--- src/rtl/traffic_pkg.sv ---
// rtl/traffic_pkg.sv - shared types and lamp decoding for the traffic controller
package traffic_pkg;

  typedef enum logic [1:0] {
    ST_OFF     = 2'd0,
    ST_GREEN   = 2'd1,
    ST_YELLOW  = 2'd2,
    ST_ALL_RED = 2'd3
  } state_t;

  typedef struct packed {
    logic green;
    logic yellow;
    logic red;
  } lamp_t;

  localparam lamp_t LAMP_RED    = '{green: 1'b0, yellow: 1'b0, red: 1'b1};
  localparam lamp_t LAMP_GREEN  = '{green: 1'b1, yellow: 1'b0, red: 1'b0};
  localparam lamp_t LAMP_YELLOW = '{green: 1'b0, yellow: 1'b1, red: 1'b0};

  // Only the approach that owns the phase shows green or yellow; all others show red.
  function automatic lamp_t lamp_for(input state_t st, input logic is_active);
    lamp_t l;
    l = LAMP_RED;
    if (is_active && st == ST_GREEN)  l = LAMP_GREEN;
    if (is_active && st == ST_YELLOW) l = LAMP_YELLOW;
    return l;
  endfunction

endpackage

--- src/rtl/traffic_rr_pick.sv ---
// rtl/traffic_rr_pick.sv - combinational round-robin finder over a request vector
module traffic_rr_pick #(
  parameter int NUM_DIRS = 4,
  parameter int DIR_W    = $clog2(NUM_DIRS)
) (
  input  logic [NUM_DIRS-1:0] req,
  input  logic [DIR_W-1:0]    start,
  input  logic [DIR_W-1:0]    excl,
  output logic                found,
  output logic [DIR_W-1:0]    idx
);

  logic [DIR_W-1:0] cand;

  // Walk the ring from start, taking the first requester that is not the excluded index.
  always_comb begin
    found = 1'b0;
    idx   = '0;
    cand  = '0;
    for (int i = 0; i < NUM_DIRS; i++) begin
      cand = DIR_W'((int'(start) + i) % NUM_DIRS);
      if (!found && req[cand] && cand != excl) begin
        found = 1'b1;
        idx   = cand;
      end
    end
  end

endmodule

--- src/rtl/traffic_controller.sv ---
// rtl/traffic_controller.sv - demand-driven multi-approach intersection sequencer
module traffic_controller
  import traffic_pkg::*;
#(
  parameter int NUM_DIRS     = 4,
  parameter int TIMER_W      = 7,
  parameter int GREEN_TIME   = 30,
  parameter int YELLOW_TIME  = 3,
  parameter int ALL_RED_TIME = 1,
  parameter int DIR_W        = $clog2(NUM_DIRS)
) (
  input  logic                clk,
  input  logic                rst_n,
  input  logic                tick,
  input  logic                enable,
  input  logic [NUM_DIRS-1:0] sensor,
  output logic [NUM_DIRS-1:0] green,
  output logic [NUM_DIRS-1:0] yellow,
  output logic [NUM_DIRS-1:0] red,
  output logic [DIR_W-1:0]    active_dir,
  output logic [TIMER_W-1:0]  phase_timer
);

  localparam logic [TIMER_W-1:0] T_GREEN   = TIMER_W'(GREEN_TIME);
  localparam logic [TIMER_W-1:0] T_YELLOW  = TIMER_W'(YELLOW_TIME);
  localparam logic [TIMER_W-1:0] T_ALL_RED = TIMER_W'(ALL_RED_TIME);
  localparam logic [DIR_W-1:0]   LAST_DIR  = DIR_W'(NUM_DIRS - 1);

  state_t                      state_q, state_d;
  logic [TIMER_W-1:0]          timer_q, timer_d;
  logic [DIR_W-1:0]            dir_q, dir_d;
  logic [DIR_W-1:0]            next_q, next_d;
  lamp_t [NUM_DIRS-1:0]        lamps_q, lamps_d;

  logic [DIR_W-1:0]            search_start;
  logic                        pick_found;
  logic [DIR_W-1:0]            pick_idx;
  logic                        terminal;

  assign search_start = (dir_q == LAST_DIR) ? '0 : dir_q + DIR_W'(1);
  assign terminal     = tick && (timer_q <= TIMER_W'(1));

  traffic_rr_pick #(
    .NUM_DIRS (NUM_DIRS),
    .DIR_W    (DIR_W)
  ) u_rr_pick (
    .req   (sensor),
    .start (search_start),
    .excl  (dir_q),
    .found (pick_found),
    .idx   (pick_idx)
  );

  // Phase sequencing, timer reload/decrement and the lamp pattern for the coming cycle.
  always_comb begin
    state_d = state_q;
    timer_d = timer_q;
    dir_d   = dir_q;
    next_d  = next_q;
    if (!enable) begin
      state_d = ST_OFF;
      timer_d = '0;
    end else begin
      unique case (state_q)
        ST_OFF: begin
          // Resume the interrupted approach after a clearance interval.
          state_d = ST_ALL_RED;
          timer_d = T_ALL_RED;
          next_d  = dir_q;
        end
        ST_GREEN: begin
          if (terminal) begin
            if (pick_found) begin
              state_d = ST_YELLOW;
              timer_d = T_YELLOW;
              next_d  = pick_idx;
            end else begin
              timer_d = T_GREEN;
            end
          end else if (tick) begin
            timer_d = timer_q - TIMER_W'(1);
          end
        end
        ST_YELLOW: begin
          if (terminal) begin
            state_d = ST_ALL_RED;
            timer_d = T_ALL_RED;
          end else if (tick) begin
            timer_d = timer_q - TIMER_W'(1);
          end
        end
        ST_ALL_RED: begin
          if (terminal) begin
            state_d = ST_GREEN;
            timer_d = T_GREEN;
            dir_d   = next_q;
          end else if (tick) begin
            timer_d = timer_q - TIMER_W'(1);
          end
        end
        default: begin
          state_d = ST_ALL_RED;
          timer_d = T_ALL_RED;
        end
      endcase
    end
    for (int i = 0; i < NUM_DIRS; i++) begin
      lamps_d[i] = lamp_for(state_d, dir_d == DIR_W'(i));
    end
  end

  // State, timer, direction and lamp registers.
  always_ff @(posedge clk or negedge rst_n) begin
    if (!rst_n) begin
      state_q <= ST_ALL_RED;
      timer_q <= T_ALL_RED;
      dir_q   <= '0;
      next_q  <= '0;
      lamps_q <= {NUM_DIRS{LAMP_RED}};
    end else begin
      state_q <= state_d;
      timer_q <= timer_d;
      dir_q   <= dir_d;
      next_q  <= next_d;
      lamps_q <= lamps_d;
    end
  end

  genvar g;
  generate
    for (g = 0; g < NUM_DIRS; g++) begin : g_lamp_out
      assign green[g]  = lamps_q[g].green;
      assign yellow[g] = lamps_q[g].yellow;
      assign red[g]    = lamps_q[g].red;
    end
  endgenerate

  assign active_dir  = dir_q;
  assign phase_timer = timer_q;

endmodule

--- config.mk ---
export PLATFORM = sky130hd
export DESIGN_NAME = traffic_controller
export DESIGN_NICKNAME = d
export VERILOG_FILES = /design/src/rtl/traffic_pkg.sv /design/src/rtl/traffic_rr_pick.sv /design/src/rtl/traffic_controller.sv
export SDC_FILE = /design/constraint.sdc
export NUM_CORES = 1
export LEC_CHECK = 0
export CORE_AREA = 2 2 60 62
export CTS_BUF_LIST = sky130_fd_sc_hd__clkbuf_4 sky130_fd_sc_hd__clkbuf_8
export CTS_CLUSTER_SIZE = 30
export DETAILED_ROUTE_END_ITERATION = 7
export DIE_AREA = 0 0 62 64
export GPL_ROUTABILITY_DRIVEN = 0
export PLACE_DENSITY = 0.77
export SLEW_MARGIN = 20
export SYNTH_ARGS = -nofsm -noshare
export SYNTH_HDL_FRONTEND = slang
export SYNTH_SLANG_ARGS = --single-unit
export TNS_END_PERCENT = 5
--- constraint.sdc ---
create_clock -name clk -period 2.4 [get_ports clk]
set_input_delay 0.36 -clock clk [delete_from_list [all_inputs] [get_ports clk]]
set_output_delay 0.36 -clock clk [all_outputs]
set_load 0.01 [all_outputs]
Word level (Yosys, flattened, before mapping):

Cells that the tools add are included.

* register bits: 25
* bits of input ports: 8
* output and inout port bits: 21
* logic and storage cells: 108

* add/sub/neg operators: 5
* order comparisons: 5
* equal/unequal tests: 15
* muxes and demuxes: 44
* reductions and logical operators: 23

Operators by type and width (count)
* 7-bit two-way mux: 5
* 2-bit two-way mux: 15
* 7-bit case mux with 4 select lines: 1
* 3-bit two-way mux: 8
* 1-bit logical AND: 16
* 2-bit equality test (second input constant): 6
* 2-bit by 3-bit < comparator with 1-bit output (second input constant): 4
* 1-bit binary-select mux with 2-bit select: 4
* 1-bit two-way mux: 8
* 2-bit inequality test: 4
* 2-bit case mux with 4 select lines: 1
* 7-bit by 1-bit less-or-equal comparator with 1-bit output (second input constant): 1
* 7-bit by 1-bit subtractor with 7-bit output (second input constant): 1
* 2-bit by 1-bit equality test with 1-bit output (second input constant): 3
* 5-bit two-way mux: 1
* 2-bit by 1-bit adder with 2-bit output (second input constant): 2
* 2-bit adder (second input constant): 2
* 2-bit logical NOT: 2
* 2-bit inequality test (second input constant): 2
* 2-bit case mux with 2 select lines: 1
* 4-bit AND reduction: 1
* 1-bit logical NOT: 3
* 2-bit nonzero test: 1

Logic depth before layout (Yosys ltp):

Gate-level depths: netlist (run 1).

* word-level depth: 26
* gate-level depth with buffers: 8
* mapped depth without buffers: 7

Cells and area by module:

From an unflattened synthesis (run 1), not the netlist that was laid out.

* cell total of the unflattened synthesis: 170
* area total of the unflattened synthesis: 1589.0 µm²

Modules (own cells, without submodules)
* traffic_controller: instances 1, cells each 121, area each 1283.7 µm², seq. area each 634.4 µm²
* traffic_rr_pick: instances 1, cells each 49, area each 305.3 µm², seq. area each 0.0 µm²

Worst setup path before layout (run 1):

Ideal clock, no wire load.

* path type: register to register
* start: register dir_q[0], in the netlist active_dir[0]
* end: register next_q[1]
* setup time: 128 ps
* arrival: 2201 ps
* required time: 2272 ps
* path slack: 71 ps
* cell stages (with the launch flop): 7
* buffers on the path: 0
* clock period less this slack: 2329 ps
* path through: dfrtp_1 -> ha_1 -> o311ai_1 -> o21ai_1 -> a41o_2 -> a21oi_2 -> mux2_1

* word-level cells in the longest chain between the ends: 21
* elaborated cells on any way between the ends: 41
* classes of those cells: add/sub: 4; eq/ne: 6; mux: 20; reduce/logical: 11

Ends and longest elaborated chain
* start: declaration: RTL line traffic_controller.sv:31 `logic [DIR_W-1:0] dir_q, dir_d;`
* start signal: assignment: RTL line traffic_controller.sv:123 `dir_q <= dir_d;`
* branches (longest 21 deep; another with 2-bit by 1-bit adder with 2-bit output)
* end signal: assignment: RTL line traffic_controller.sv:124 `next_q <= next_d;`
* end: declaration: RTL line traffic_controller.sv:32 `logic [DIR_W-1:0] next_q, next_d;`

Parallel ways; which one is timed is not known. The select of a mux whose other input is x is not followed.
A chain may end at the register's enable or synchronous reset.

Worst setup path after layout (run 1):

* start: register dir_q[1], in the netlist active_dir[1]
* end: register next_q[0]

The elaborated chain is that of the path after synthesis.

==> results of run 1 <==
layer usage:
metal  track usage (%)  wire (um)  up-vias
met5                 0          0        -
met4              6.65         37        0
met3              1.42        135        4
met2              30.7       1710       38
met1              23.6       1420      652
li1                  -          -      664
final cells by class:
| class | count | area, um^2 | area share, % |
|---|---|---|---|
| timing repair buffer | 36 | 340 | 17.2 |
| sequential | 25 | 634 | 32.1 |
| clock buffer | 3 | 22.5 | 1.14 |
| multi-input combinational | 127 | 888 | 44.9 |
| tap | 46 | 57.6 | 2.91 |
| clock inverter | 1 | 7.51 | 0.380 |
| inverter | 7 | 26.3 | 1.33 |
flip-flops by register name (all words and copies together) (netlist names):
| signal | cells |
|---|---|
| phase_timer | 7 |
| active_dir | 2 |
| yellow | 4 |
| next_q | 2 |
| red | 4 |
| green | 4 |
| state_q | 2 |
cells in the final DEF, fill, tap and decap left out, types with 5 or more instances in the layout:
cell type / Yosys / routed
clkdlybuf4s50_1: 0 / 28
nand2_1: 22 / 22
dfrtp_1: 18 / 18
nor2_1: 12 / 11
nand2b_1: 8 / 8
buf_4: 2 / 8
inv_1: 7 / 7
a21oi_1: 7 / 7
dfstp_2: 7 / 7
nor3_1: 5 / 5
per-stage QoR:
step                cells  hold WS (ns)  util, %  total power [mW]  setup WS [ns]
floorplan             166        0.0644        -              1.86         0.0710
global placement      241         0.567     59.1              2.29         0.0681
detailed placement    241         0.576     59.1              2.36         0.0198
CTS                   245         0.395     60.0              2.55         0.0379
global route          245         0.405     60.2              2.78         0.0239
finish                245         0.390     60.2              2.56          0.133
synth_stat cells (2+ instances only):
master | number | share of area (%)
nor3b_1 | 2 | 0.95
and2b_1 | 2 | 0.95
or3_1 | 2 | 0.79
clkbuf_1 | 3 | 0.71
nor2_1 | 12 | 2.8
mux2_2 | 2 | 1.4
o21ai_0 | 4 | 1.3
nand2b_1 | 8 | 3.2
a21oi_1 | 7 | 2.2
and2_1 | 3 | 1.2
nor3_1 | 5 | 1.6
ha_1 | 3 | 2.4
o211ai_1 | 2 | 0.95
o21a_1 | 3 | 1.4
inv_1 | 7 | 1.7
buf_4 | 2 | 0.95
nand2_1 | 22 | 5.2
dfstp_2 | 7 | 12
a31oi_1 | 4 | 1.6
nor3b_2 | 4 | 3.2
a21o_1 | 2 | 0.95
nand3_1 | 2 | 0.63
o21ai_1 | 2 | 0.63
xor2_1 | 2 | 1.1
xnor2_1 | 4 | 2.2
a211oi_1 | 2 | 0.95
dfrtp_1 | 18 | 28
repair_timing:
| action | 4_1_cts | 5_1_grt |
|---|---|---|
| resized for setup | 0 | 2 |
| setup endpoints to repair | 0 | 4 |
| hold buffers | 0 | 0 |
worst max path at each step:
stage	from	end	slack, ns	cells after the start
2_1_floorplan	active_dir[0]$_DFF_PN0_	next_q[1]$_DFFE_PN0P_	0.07	6
3_3_place_gp	sensor[2]	next_q[1]$_DFFE_PN0P_	0.07	8
3_5_place_dp	sensor[2]	next_q[1]$_DFFE_PN0P_	0.02	8
4_1_cts	active_dir[0]$_DFF_PN0_	next_q[1]$_DFFE_PN0P_	0.04	7
5_1_grt	active_dir[0]$_DFF_PN0_	next_q[1]$_DFFE_PN0P_	0.02	7
6_report	active_dir[1]$_DFF_PN0_	next_q[0]$_DFFE_PN0P_	0.13	7
power by group:
part / switching (mW) / internal, mW
Clock: 0.123 / 0.0636
Combinational: 0.907 / 0.790
Sequential: 0.113 / 0.560
logic make-up after synthesis:
kind of cell / after synthesis
XOR/XNOR: 6
adder cells (fa/ha/maj): 3
multiplexers: 5
AND/OR/NAND/NOR: 68
AO/OA/AOI/OAI: 45
buffers and inverters: 14
flip-flops: 25
==> flow_summary.toml, run 1 <==
[status]
status = "complete, no violations"

[synth]
synth-simple-area-share_pct = 23.5
syn_area_per_cell_um2 = 9.56
synthAdderAreaFrac_pct = 2.37
synth_cell_type_count = 57
seq_area_frac_synth_pct = 40.0
synth-compound-area-share_pct = 22.8
ys_ff_latch = 25
synth_nets = 177
synth_edf_count = 0
synthXorXnorAreaFrac_pct = 3.31
synth.area.mux_share_pct = 3.71
synthCells = 166
synth_top_family_by_area = "simple AND/OR/NAND/NOR gates"
ys_warn_count = 0
async_flop_share_pct = 100
synthesis.area_mm2 = 0.00159
synth-main-ff-cell = "dfrtp_1"

[pwr]
p_per_area_mw_per_mm2 = 1290
ir_worst_vdd_uv = 768
p_leak_nw = 0.810

[final_layout]
syn2layout_area_growth_pct = 24.6
filler_cell_count = 292
stdcell_area_mm2 = 0.00198
layout.nets = 211
diodes = 0
drive_above_1_share_pct = 20.6

[setup_path]
crit_path_max_incr_delay_ns = 0.44
crit_fanout = 10
cp.arrival_ns = 2.48
cpMaxStageDelayCell = "ha_2"
critPathKind = "reg2reg"
ff2ff_setup_slack_ns = 0.13
crit_family = "compound AO/OA/AOI/OAI gates"
r2r_start = "active_dir[1]$_DFF_PN0_"
reg2reg_to = "next_q[0]$_DFFE_PN0P_"
rr_worst_depth = 7
cp.required_ns = 2.62
crit_chain = "ha_2, nand2b_1, a21oi_1, o31ai_4, o32ai_1, o32a_1, mux2_4"
crit_buf_inv = 0
end_kind = "flop"
worst_setup_path_start_kind = "flop"

[sta]
setup_violations = 0
hold_viol_final = 0
post-route-period-util_pct = 94.5
maxSlewViolCount = 0
fin_skew_ns = 0.00136
clock.fmax_mhz = 441
setup_tns_ns = 0
rsz0062_at_grt = "false"
period_needed_ns = 2.27
worstMarginPinSlew_ns = 0.361
maxSlewHeadroom_pct = 75.8

[clock_network]
clock-sinks = 25
cts-buffers-inserted = 3
cts-root-buf = "clkbuf_4"
clock_latency_ns = 0.31
max-clock-path-buffers = 2
postCtsSetupBuffers = 0
path_clk_slew_ns = 0.13
cts_tree = "built"
htree_levels = 1

[placement]
place_hpwl_um = 2520
place_area_mm2 = 0.00194
io_buffers = 28

[route]
ant_nets = 0
num_vias = 1358
drt_wl_total_um = 3310
wl_per_cell_um = 13.5
drtIter0Drc = 65
drcViolationCount = 0
viasPerCell = 5.54
drtPass1Iterations = 4

[global_route]
grt_usage_pct = 18.2
antenna_found_initial = 0
grt_pass1_wl_um = 5640
grt_pass1_vias = 1248
grt_start_max_net_pins = 26
grt-ovfl-total = 0

[die]
die_w_um = 62
start_util_pct = 48.3
rows = 21
die_area_mm2 = 0.00397
die_h_um = 64
coreArea_mm2 = 0.00328
ios = 29

[job]
max_cap_violations = 0

[min_path]
hold_class = "in2async"
Power figures use the tool's default switching activity.
==> run 2: changes to the inputs <==
--- a/config.mk
+++ b/config.mk
@@ -12,6 +12,7 @@
 export DIE_AREA = 0 0 62 64
 export GPL_ROUTABILITY_DRIVEN = 0
 export PLACE_DENSITY = 0.77
+export SETUP_SLACK_MARGIN = 0.02
 export SLEW_MARGIN = 20
 export SYNTH_ARGS = -nofsm -noshare
 export SYNTH_HDL_FRONTEND = slang
==> results of run 2 <==
Final layout, timing and power as in run 1 (identical DEF).
